--- config.mk ---
export PLATFORM = sky130hd
export DESIGN_NAME = dlx_mem_ctrl
export DESIGN_NICKNAME = d
export VERILOG_FILES = /design/src/rtl/dlx_mem_ctrl.sv
export SDC_FILE = /design/constraint.sdc
export NUM_CORES = 1
export LEC_CHECK = 0
export ABC_AREA = 1
export BUFFER_PORTS_ARGS = -buffer_cell sky130_fd_sc_hd__buf_2
export CAP_MARGIN = 20
export CORE_MARGIN = 1.5
export CORE_UTILIZATION = 58
export CTS_CLUSTER_SIZE = 10
export DETAILED_ROUTE_END_ITERATION = 6
export PLACE_DENSITY_LB_ADDON = 0.15
export SLEW_MARGIN = 30
export SYNTH_ARGS = -nofsm -noshare
export SYNTH_HDL_FRONTEND = slang
export SYNTH_SLANG_ARGS = --single-unit
export TNS_END_PERCENT = 30
--- constraint.sdc ---
create_clock -name clk -period 3.36 [get_ports clk]
set_input_delay 0.168 -clock clk [delete_from_list [all_inputs] [get_ports clk]]
set_output_delay 0.168 -clock clk [all_outputs]
set_load 0.05 [all_outputs]
--- src/rtl/dlx_mem_ctrl.sv ---
// rtl/dlx_mem_ctrl.sv - DLX MEM-stage data-memory controller with read-modify-write sub-word stores
// Optional feature macro: MISALIGN_TRAP_EN (reject misaligned half/word accesses with resp_err)
module dlx_mem_ctrl #(
  parameter int unsigned READ_WAIT = 1
) (
  input  logic        clk,
  input  logic        rst_n,
  input  logic        req_valid,
  output logic        req_ready,
  input  logic        req_we,
  input  logic [1:0]  req_size,
  input  logic        req_unsigned,
  input  logic [31:0] req_addr,
  input  logic [31:0] req_wdata,
  output logic        resp_valid,
  output logic [31:0] resp_rdata,
  output logic        resp_err,
  output logic        mem_cs,
  output logic        mem_oe,
  output logic        mem_we,
  output logic [31:0] mem_addr,
  output logic [31:0] mem_din,
  input  logic [31:0] mem_dout
);

  typedef enum logic [2:0] {IDLE, RD, WR, RMW_RD, RMW_WR, DONE} state_t;

  state_t      state;
  logic [3:0]  wait_cnt;
  logic [1:0]  cap_size;
  logic [1:0]  cap_off;
  logic        cap_unsigned;
  logic [31:0] cap_wdata;
  logic        req_misaligned;

`ifdef MISALIGN_TRAP_EN
  assign req_misaligned = (req_size == 2'b01 && req_addr[0]) ||
                          (req_size[1] && req_addr[1:0] != 2'b00);
`else
  assign req_misaligned = 1'b0;
`endif

  // Big-endian lanes: byte offset 0 is bits [31:24]; halves select on off[1] only.
  function automatic logic [31:0] load_extract(input logic [31:0] w, input logic [1:0] off,
                                               input logic [1:0] size, input logic uns);
    logic [7:0]  b;
    logic [15:0] h;
    case (off)
      2'd0:    b = w[31:24];
      2'd1:    b = w[23:16];
      2'd2:    b = w[15:8];
      default: b = w[7:0];
    endcase
    h = off[1] ? w[15:0] : w[31:16];
    case (size)
      2'b00:   load_extract = uns ? {24'd0, b} : {{24{b[7]}}, b};
      2'b01:   load_extract = uns ? {16'd0, h} : {{16{h[15]}}, h};
      default: load_extract = w;
    endcase
  endfunction

  function automatic logic [31:0] store_merge(input logic [31:0] w, input logic [31:0] d,
                                              input logic [1:0] off, input logic [1:0] size);
    logic [31:0] m;
    m = w;
    if (size == 2'b00) begin
      case (off)
        2'd0:    m[31:24] = d[7:0];
        2'd1:    m[23:16] = d[7:0];
        2'd2:    m[15:8]  = d[7:0];
        default: m[7:0]   = d[7:0];
      endcase
    end else if (size == 2'b01) begin
      if (off[1]) m[15:0] = d[15:0];
      else        m[31:16] = d[15:0];
    end else begin
      m = d;
    end
    store_merge = m;
  endfunction

  always_ff @(posedge clk or negedge rst_n) begin
    if (!rst_n) begin
      state        <= IDLE;
      wait_cnt     <= 4'd0;
      cap_size     <= 2'b00;
      cap_off      <= 2'b00;
      cap_unsigned <= 1'b0;
      cap_wdata    <= 32'd0;
      req_ready    <= 1'b1;
      resp_valid   <= 1'b0;
      resp_rdata   <= 32'd0;
      resp_err     <= 1'b0;
      mem_cs       <= 1'b0;
      mem_oe       <= 1'b0;
      mem_we       <= 1'b0;
      mem_addr     <= 32'd0;
      mem_din      <= 32'd0;
    end else begin
      case (state)
        IDLE: begin
          if (req_valid) begin
            req_ready    <= 1'b0;
            cap_size     <= req_size;
            cap_off      <= req_addr[1:0];
            cap_unsigned <= req_unsigned;
            cap_wdata    <= req_wdata;
            wait_cnt     <= 4'(READ_WAIT - 1);
            if (req_misaligned) begin
              state      <= DONE;
              resp_valid <= 1'b1;
              resp_err   <= 1'b1;
              resp_rdata <= 32'd0;
            end else begin
              mem_cs   <= 1'b1;
              mem_addr <= {req_addr[31:2], 2'b00};
              if (req_we && req_size[1]) begin
                state   <= WR;
                mem_we  <= 1'b1;
                mem_din <= req_wdata;
              end else if (req_we) begin
                state  <= RMW_RD;
                mem_oe <= 1'b1;
              end else begin
                state  <= RD;
                mem_oe <= 1'b1;
              end
            end
          end
        end
        RD: begin
          if (wait_cnt == 4'd0) begin
            mem_cs     <= 1'b0;
            mem_oe     <= 1'b0;
            resp_valid <= 1'b1;
            resp_err   <= 1'b0;
            resp_rdata <= load_extract(mem_dout, cap_off, cap_size, cap_unsigned);
            state      <= DONE;
          end else begin
            wait_cnt <= wait_cnt - 4'd1;
          end
        end
        RMW_RD: begin
          if (wait_cnt == 4'd0) begin
            mem_oe  <= 1'b0;
            mem_we  <= 1'b1;
            mem_din <= store_merge(mem_dout, cap_wdata, cap_off, cap_size);
            state   <= RMW_WR;
          end else begin
            wait_cnt <= wait_cnt - 4'd1;
          end
        end
        WR, RMW_WR: begin
          mem_cs     <= 1'b0;
          mem_we     <= 1'b0;
          resp_valid <= 1'b1;
          resp_err   <= 1'b0;
          resp_rdata <= 32'd0;
          state      <= DONE;
        end
        DONE: begin
          resp_valid <= 1'b0;
          mem_addr   <= 32'd0;
          mem_din    <= 32'd0;
          req_ready  <= 1'b1;
          state      <= IDLE;
        end
        default: state <= IDLE;
      endcase
    end
  end

endmodule

# Yosys cells after proc, flatten, opt, wreduce, memory -nomap -nowiden
# Index checks and enable logic that the tools add are counted.
# W data, S select, Z words.
[word_totals]
ff_bits = 146
latchBits = 0
mem_bits_rw = 0
rom_bits = 0
output_inout_bits = 102
wordCells = 100
mem_count = 0
[classes]
n_addsub = 1
multipliers = 0
div_mod_pow = 0
n_lt_le_gt_ge = 0
eq_ne = 15
shift = 0
mux = 44
n_bitwise = 0
n_reduce_logical = 25
[op_table]
columns = ["op", "count"]
rows = [
  ["$mux W32", 9],
  ["$pmux W32 S2", 3],
  ["$pmux W32 S3", 1],
  ["$mux W16", 3],
  ["$mux W8", 4],
  ["$pmux W8 S3", 1],
  ["$ne A2 B2 Y1 const B", 6],
  ["$pmux W3 S4", 1],
  ["$reduce_and A4 Y1", 3],
  ["$reduce_bool A3 Y1", 4],
  ["$mux W3", 3],
  ["$pmux W1 S3", 3],
  ["$reduce_and A3 Y1", 3],
  ["$mux W1", 8],
  ["$mux W4", 2],
  ["$pmux W4 S2", 1],
  ["$reduce_and A2 Y1", 4],
  ["$eq A3 B2 Y1 const B", 2],
  ["$eq A3 B3 Y1 const B", 2],
  ["$pmux W1 S2", 3],
  ["$reduce_bool A2 Y1", 3],
  ["$eq A2 B1 Y1 const B", 2],
  ["$logic_not A2 Y1", 2],
  ["$logic_not A4 Y1", 1],
  ["9 further kinds", 11],
]

# Longest topological paths before layout
# Gate-level depths: netlist (run 1).
[depth]
ltp_word = 6
mapped_depth = 9
depth_no_buf = 9

# Worst setup path after synthesis (run 1)
# No wires, ideal clock.
[synth_path]
path_kind = "register to register"
startpoint = "reg wait_cnt[0]"
endpoint = "reg mem_din[10]"
setup_time_ps = 77
t_arrival_ps = 1376
setup_slack_ps = 1906
stages_incl_launch_ff = 10
path_buffers = 1
synth_period_minus_slack_ps = 1454
cell_sequence = "dfrtp_1 -> inv_1 -> ha_1 -> nand3_1 -> nand2_2 -> nand2_1 -> nor2_4 -> buf_4 -> nor2_1 -> a21oi_1"
[synth_via]
elab_chain_len = 3
[synth_rtl]
columns = ["element", "line", "rtl"]
rows = [
  ["from (decl)", "29", "logic [3:0] wait_cnt;"],
  ["from (signal assigned)", "108", "wait_cnt <= 4'(READ_WAIT - 1);"],
  ["from (signal assigned)", "140", "wait_cnt <= wait_cnt - 4'd1;"],
  ["from (signal assigned)", "150", "wait_cnt <= wait_cnt - 4'd1;"],
  ["$logic_not A4 Y1", "144", "if (wait_cnt == 4'd0) begin"],
  ["$ne A2 B2 Y1 (no line)", "--", ""],
  ["$reduce_and A4 Y1 (no line)", "--", ""],
  ["to (signal assigned)", "120", "mem_din <= req_wdata;"],
  ["to (signal assigned)", "147", "mem_din <= store_merge(mem_dout, cap_wdata, cap_off, cap_size);"],
  ["to (decl)", "22", "output logic [31:0] mem_din,"],
]
# No other way between the ends.
# A chain may end at the register's enable or synchronous reset.

# Worst setup path in the final report (run 1)
[layout_path]
startpoint = "reg cap_off[0]"
endpoint = "reg resp_rdata[18]"
[layout_via]
elab_chain_len = 6
[layout_rtl]
columns = ["element", "line", "rtl"]
rows = [
  ["from (decl)", "31", "logic [1:0] cap_off;"],
  ["from (signal assigned)", "105", "cap_off <= req_addr[1:0];"],
  ["$eq A2 B2 Y1 (tied with other cells)", "48", "case (off)"],
  ["$pmux W8 S3 (*)", "48", ""],
  ["$mux W32 (*)", "56", "2'b00: load_extract = uns ? {24'd0, b} : {{24{b[7]}}, b};"],
  ["$pmux W32 S2 (*)", "55", "case (size)"],
  ["$mux W32 (*)", "132", "if (wait_cnt == 4'd0) begin"],
  ["$pmux W32 S2 (*)", "100", "case (state)"],
  ["to (signal assigned)", "137", "resp_rdata <= load_extract(mem_dout, cap_off, cap_size, cap_unsigned);"],
  ["to (decl)", "16", "output logic [31:0] resp_rdata,"],
]
# Every way passes the cells marked *; elsewhere a longest branch is shown, timed or not. The select of a mux whose other input is x is not followed.

==> results.sh, run 1 <==
export IMPL_synth_cells=1157
export IMPL_async_reset_ff_share_pct=100
export IMPL_h_tree_depth=4
export IMPL_clock_latency_ns=0.43
export IMPL_die_h_um=121
export IMPL_vias=8616
export IMPL_cts_setup_buffers=0
export IMPL_routed_wl_um=26000
export IMPL_p_leak_nw=5.59
export IMPL_rows=42
export IMPL_fin_crit_sh_pct=69.7
export IMPL_p_int_mw=5.34
export IMPL_required_ns=3.68
export IMPL_cts_buffers_inserted=17
export IMPL_grt_ovfl_total=0
export IMPL_n_antenna_cell=0
export IMPL_slew_headroom_pct=39.6
export IMPL_yosys_area_top_type="dfrtp_1"
export IMPL_critPathArrivalTime_ns=2.66
export IMPL_dr_pass1_iters=5
export IMPL_netlist_area_sq_um=8020
export IMPL_power_frac_comb_pct=57.8
export IMPL_min_path_type="input pin to flop"
export IMPL_vias_per_cell=5.51
export IMPL_setup_viol=0
export IMPL_antenna_found_initial=0
export IMPL_floorplan_core_area_sq_um=13300
export IMPL_p_seq_share_pct=25.7
export IMPL_power_share_clock_pct=16.4
export IMPL_synth_area_top_cells="dfrtp_1 44%, nand2_1 19%, nand3_1 8.6%"
export IMPL_ant_nets=0
export IMPL_synth_area_per_cell_sq_um=6.93
export IMPL_post_drt_wl_per_cell_um=16.6
export IMPL_grt_pass1_wl_um=42100
export IMPL_syn_to_final_growth_pct=26.3
export IMPL_setup_ws_ns=1.02
export IMPL_cts_repair_resized=0
export IMPL_synth_top_area_share_pct=44.3
export IMPL_synth_most_common_cell="nand2_1"
export IMPL_cts_tree="done"
export IMPL_skew_ns=0.0128
export IMPL_worst_slew_pin_slew_ns=0.904
export IMPL_clockBufferDepth=2
export IMPL_status="finished clean"
export IMPL_clkTransAtPathRegs_ns=0.07
export IMPL_critical_path_class="flop to flop"
export IMPL_cts_root_buf="clkbuf_16"
export IMPL_dieWidth_um=121
export IMPL_synth_warnings=0
export IMPL_grt_max_degree=89
export IMPL_fmax_mhz=427
export IMPL_tns_ns=0
export IMPL_grt_usage_pct=37.1
export IMPL_synth_cell_types=32
export IMPL_drc=0
export IMPL_die_area_sq_um=14500
export IMPL_path_max_fanout=20
export IMPL_grt_pass1_vias=8229
export IMPL_io_pin_count=205
export IMPL_gp_congestion=0.951
export IMPL_initial_core_util_pct=60.1
export IMPL_ir_drop_uv=908
export IMPL_switching_power_mw=6.32
export IMPL_synth_ff_type="dfrtp_1"
export IMPL_end_kind="flop"
export IMPL_nNetsFinal=1478
export IMPL_dpl_hpwl_um=16800
export IMPL_finalCriticalPeriod_ns=2.34
export IMPL_synth_seq_area_share_pct=44.6
export IMPL_detail_route_iter0_violations=1070
export IMPL_cap_viol_max_count=0
export IMPL_synth_edff_count=0
export IMPL_synth_seq_cells=143
export IMPL_maxSlewViolCount=0
export IMPL_synth_common_cells="416 x nand2_1, 142 x dfrtp_1, 138 x nand3_1, 106 x nor2_1, 96 x inv_1"
export IMPL_swShare_pct=54.2
export IMPL_dp_worst_setup_slack_ns=1.11
export IMPL_critical_path_startpoint_type="flop"
export IMPL_port_buffers=201
export IMPL_pwr_density_cell_nw_per_um2=1150
export IMPL_rsz0062_at_grt="no"
export IMPL_clkSinkCount=143
export IMPL_hold_viol_final=0
export IMPL_p_total_mw=11.7
export IMPL_final_layout_size_suffix_gt1_share_pct=19.7
-- timing repair --
| item | in CTS | in global routing |
|---|---|---|
| endpoints found under the setup margin | 0 | 0 |
| hold buffers | 51 | 0 |
| endpoints found under the hold margin | 137 | 0 |
-- per-layer routing --
metal  up-vias  global-route usage [%]  wire [um]
li1       4097                       -          -
met1      3964                    48.5      10600
met2       476                    59.7      12300
met3        79                    7.55       2110
met4         0                    16.6        969
met5         -                       0          0
-- cells in the final DEF, fill, tap and decap left out, drive strengths merged, types with 3 or more instances in the layout --
| cell | Yosys | layout |
|---|---|---|
| o211ai | 14 | 14 |
| nand3 | 143 | 143 |
| a21oi | 69 | 69 |
| o21ai | 65 | 65 |
| clkinv | 0 | 5 |
| nand2 | 422 | 422 |
| nor2 | 112 | 112 |
| inv | 105 | 110 |
| buf | 49 | 212 |
| dlygate4sd3 | 0 | 51 |
| a22oi | 4 | 4 |
| clkbuf | 18 | 19 |
| o22ai | 3 | 3 |
| conb | 1 | 3 |
| dfrtp | 142 | 142 |
-- power groups by stage --
stage | Clock (mW) | Combinational [mW] | Sequential [mW]
after floorplan | 0 | 3.47 | 4.61
after global placement | 0 | 6.51 | 2.97
after detailed placement | 0 | 6.57 | 2.98
after CTS | 1.92 | 6.66 | 2.97
after global routing | 2.01 | 7.40 | 3.08
final | 1.92 | 6.74 | 3.00
-- path summary, 6_finish.rpt --
| check | endpoint | startpoint | slack [ns] | depth (start not counted) |
|---|---|---|---|---|
| max in group asynchronous | req_ready$_DFFE_PN1P_ | rst_n | 2.20 | 3 |
| min | cap_wdata[9]$_DFFE_PN0P_ | req_wdata[9] | 0.01 | 3 |
| max | resp_rdata[18]$_DFFE_PN0P_ | cap_off[0]$_DFFE_PN0P_ | 1.02 | 7 |
| min reg2reg | resp_rdata[19]$_DFFE_PN0P_ | resp_rdata[19]$_DFFE_PN0P_ | 0.48 | 2 |
| min in group asynchronous | resp_rdata[3]$_DFFE_PN0P_ | rst_n | 0.35 | 2 |
| max reg2reg | resp_rdata[18]$_DFFE_PN0P_ | cap_off[0]$_DFFE_PN0P_ | 1.02 | 7 |
-- area by class of cell --
cell class,count,area (sq um)
Fill cell,1016,3210
Tap cell,176,220
Clock buffer,19,443
Multi-Input combinational cell,844,3730
Clock inverter,13,153
Inverter,105,394
Timing Repair Buffer,263,1620
Sequential cell,143,3580
-- flip-flops by register name, indices dropped and copies added, names as in the netlist --
| register | flops |
|---|---|
| cap_off | 2 |
| cap_size | 2 |
| cap_unsigned | 1 |
| cap_wdata | 32 |
| mem_addr | 30 |
| mem_cs | 1 |
| mem_din | 32 |
| mem_oe | 1 |
| mem_we | 1 |
| req_ready | 1 |
| resp_rdata | 32 |
| resp_valid | 1 |
| state | 3 |
| wait_cnt | 4 |
-- stage by stage --
| stage | instance area (sq um) | utilization, % | hold slack, ns | instances |
|---|---|---|---|---|
| after floorplan | 8030 | - | -0.128 | 1159 |
| after global placement | 9020 | 67.6 | 0.277 | 1480 |
| after detailed placement | 9030 | 67.6 | 0.283 | 1480 |
| after CTS | 10100 | 75.9 | 0.00148 | 1563 |
| after global routing | 10100 | 75.9 | 0.00866 | 1563 |
| final | 10100 | 75.9 | 0.0112 | 1563 |
-- worst max-delay path: stages, from the launching register on --
cell and delay, ns:
dfrtp_1 0.66, nand2_1 0.53, nand2_2 0.36, o21ai_2 0.13, nand3_4 0.16, nand3_4 0.20
nand2_1 0.12, nand2_1 0.06
-- logic make-up (layout without fill, tap and decap cells) --
group                      after synthesis  count (layout)  share of synthesized area [%]
AOI/OAI and AO/OA                      157             157                           10.5
other                                    1               3                         0.0467
DFF                                    143             143                           44.6
adders and majority gates                1               1                          0.156
and+or+nand+nor                        681             681                           35.3
buffers and inverters                  172             400                           9.14
xor gates and xnor gates                 2               2                          0.218
Note: power is estimated with default switching activity, not from simulation.
==> run 2, diff against run 1 <==
--- a/config.mk
+++ b/config.mk
@@ -9,7 +9,7 @@
 export BUFFER_PORTS_ARGS = -buffer_cell sky130_fd_sc_hd__buf_2
 export CAP_MARGIN = 20
 export CORE_MARGIN = 1.5
-export CORE_UTILIZATION = 58
+export CORE_UTILIZATION = 54
 export CTS_CLUSTER_SIZE = 10
 export DETAILED_ROUTE_END_ITERATION = 6
 export PLACE_DENSITY_LB_ADDON = 0.15
==> constraint.sdc (replaced) <==
create_clock -name clk -period 2.2 [get_ports clk]
set_input_delay 0.11 -clock clk [delete_from_list [all_inputs] [get_ports clk]]
set_output_delay 0.11 -clock clk [all_outputs]
set_load 0.05 [all_outputs]
==> results.sh, run 2 (synthesized netlist as in run 1, its figures left out) <==
export IMPL_skew_ns=0.00892
export IMPL_cts_root_buf="clkbuf_16"
export IMPL_critical_path_startpoint_type="flop"
export IMPL_cts_setup_buffers=0
export IMPL_hold_viol_final=0
export IMPL_holdPathEnd="resp_rdata[7]$_DFFE_PN0P_"
export IMPL_setup_viol=0
export IMPL_h_tree_depth=4
export IMPL_min_from="mem_dout[7]"
export IMPL_detail_route_iter0_violations=828
export IMPL_holdPathStages=3
export IMPL_mostFrequentLayoutCell="nand2_1"
export IMPL_routed_wl_um=26100
export IMPL_crit_chain="inv_1 -> ha_1 -> nand3_1 -> inv_1 -> nand2_2 -> inv_1 -> o211ai_1 -> nand2_1"
export IMPL_reg2reg_to="resp_rdata[7]$_DFFE_PN0P_"
export IMPL_nNetsFinal=1506
export IMPL_dr_pass1_iters=5
export IMPL_clockBufferDepth=2
export IMPL_min_path_type="input pin to flop"
export IMPL_r2r_setup_slack_ns=0.25
export IMPL_gp_congestion=0.934
export IMPL_clkSinkCount=143
export IMPL_grt_usage_pct=34.0
export IMPL_dpl_hpwl_um=17200
export IMPL_cp_slowest_cell="nand2_2"
export IMPL_final_layout_size_suffix_gt1_share_pct=19.8
export IMPL_grt_max_degree=65
export IMPL_drc=0
export IMPL_grt_pass1_vias=8486
export IMPL_critical_path_cell_count=8
export IMPL_critPathBufInv=3
export IMPL_slew_headroom_pct=61.6
export IMPL_dieWidth_um=125
export IMPL_setup_ws_ns=0.246
export IMPL_vias_per_cell=5.40
export IMPL_antenna_found_initial=1
export IMPL_p_leak_nw=5.71
export IMPL_pwr_density_cell_nw_per_um2=1720
export IMPL_maxSlewViolCount=0
export IMPL_post_drt_wl_per_cell_um=16.3
export IMPL_status="finished clean"
export IMPL_clkTransAtPathRegs_ns=0.06
export IMPL_crit_family="simple AND/OR/NAND/NOR gates"
export IMPL_end_kind="flop"
export IMPL_cpMostUsedCell="inv_1"
export IMPL_path_max_fanout=28
export IMPL_cts_tree="done"
export IMPL_floorplan_core_area_sq_um=14500
export IMPL_critPathArrivalTime_ns=2.26
export IMPL_finalCriticalPeriod_ns=1.95
export IMPL_grt_ovfl_total=0
export IMPL_dp_worst_setup_slack_ns=0.293
export IMPL_critical_path_class="flop to flop"
export IMPL_die_area_sq_um=15600
export IMPL_grt_pass1_wl_um=42400
export IMPL_cts_buffers_inserted=17
export IMPL_tns_ns=0
export IMPL_port_buffers=201
export IMPL_cpPeakStageDelay_ns=0.43
export IMPL_rows=44
export IMPL_clock_latency_ns=0.43
export IMPL_fin_crit_sh_pct=88.8
export IMPL_r2r_cells=8
export IMPL_die_h_um=125
export IMPL_r2r_start="wait_cnt[0]$_DFFE_PN0P_"
export IMPL_syn_to_final_growth_pct=29.8
export IMPL_initial_core_util_pct=55.2
export IMPL_p_total_mw=17.9
export IMPL_vias=8643
export IMPL_rsz0062_at_grt="no"
export IMPL_cap_viol_max_count=0
export IMPL_worst_slew_pin_slew_ns=0.575
export IMPL_reg_top3="cap_wdata x32, mem_din x32, resp_rdata x32"
export IMPL_mostFrequentLayoutCells="416 x nand2_1, 200 x buf_2, 142 x dfrtp_1"
export IMPL_ant_nets=0
export IMPL_required_ns=2.50
export IMPL_fmax_mhz=512
export IMPL_io_pin_count=205
export IMPL_ir_drop_uv=1040
[run 2: cell types whose count changed in the layout (fill, tap and decap cells not counted), moves of 2 or more]
cell	delta
buf_4	+9
dlygate4sd3_1	+18
inv_8	-2
nand2_1	+2
nand2_2	-2
[run 2: what timing repair did]
| item | CTS | global route |
|---|---|---|
| setup endpoints to repair | 0 | 47 |
| resized for setup | 0 | 1 |
| endpoints found under the hold margin | 210 | 0 |
| hold buffers | 69 | 0 |
[run 2: layer usage]
layer / track usage [%] / part of all wire (%) / up-vias
li1: - / - / 4156
met1: 42.8 / 41 / 3992
met2: 56.9 / 48 / 431
met3: 7.13 / 8.2 / 64
met4: 14.4 / 3.5 / 0
met5: 0 / 0 / -
[run 2: stage by stage]
| step | area (sq um) | instances | hold WS [ns] | utilization, % |
|---|---|---|---|---|
| after detailed placement | 9120 | 1498 | -0.00885 | 62.7 |
| after global placement | 9120 | 1498 | -0.00826 | 62.7 |
| after floorplan | 8030 | 1159 | -0.186 | - |
| after CTS | 10400 | 1599 | 0.0165 | 71.6 |
| after global routing | 10400 | 1600 | 0.0350 | 71.6 |
| final | 10400 | 1600 | 0.0123 | 71.6 |
[run 2: report_power, final]
group	internal [mW]	total [mW]	switching, mW	leakage [nW]
clock	1.74	2.92	1.17	0.284
sequential	3.81	4.57	0.760	1.78
combinational	2.73	10.4	7.68	3.64
[run 2: worst reg2reg max path: cells and delay by family (launching register included)]
kind	cells	cell delay [ns]
AND/OR/NAND/NOR	3	0.68
flip-flops	1	0.37
buffers and inverters	3	0.37
adder cells (fa/ha/maj)	1	0.22
AO/OA/AOI/OAI	1	0.18
[run 2: cell type report]
class	count	area, sq um
fill	1223	4130
multi-input combinational	844	3720
antenna	1	2.50
inverter	105	397
sequential	143	3580
clock inverter	11	133
clock buffer	21	460
tap	184	230
timing repair buffer	291	1890
[run 2: worst max path at each step]
stage,slack [ns],end,start
3_3_place_gp,0.34,resp_rdata[7]$_DFFE_PN0P_,wait_cnt[0]$_DFFE_PN0P_
6_report,0.25,resp_rdata[7]$_DFFE_PN0P_,wait_cnt[0]$_DFFE_PN0P_
4_1_cts,0.26,resp_rdata[7]$_DFFE_PN0P_,wait_cnt[0]$_DFFE_PN0P_
5_1_grt,0.1,resp_rdata[7]$_DFFE_PN0P_,wait_cnt[0]$_DFFE_PN0P_
3_5_place_dp,0.29,resp_rdata[7]$_DFFE_PN0P_,wait_cnt[0]$_DFFE_PN0P_
2_1_floorplan,0.75,mem_din[10]$_DFFE_PN0P_,wait_cnt[0]$_DFFE_PN0P_
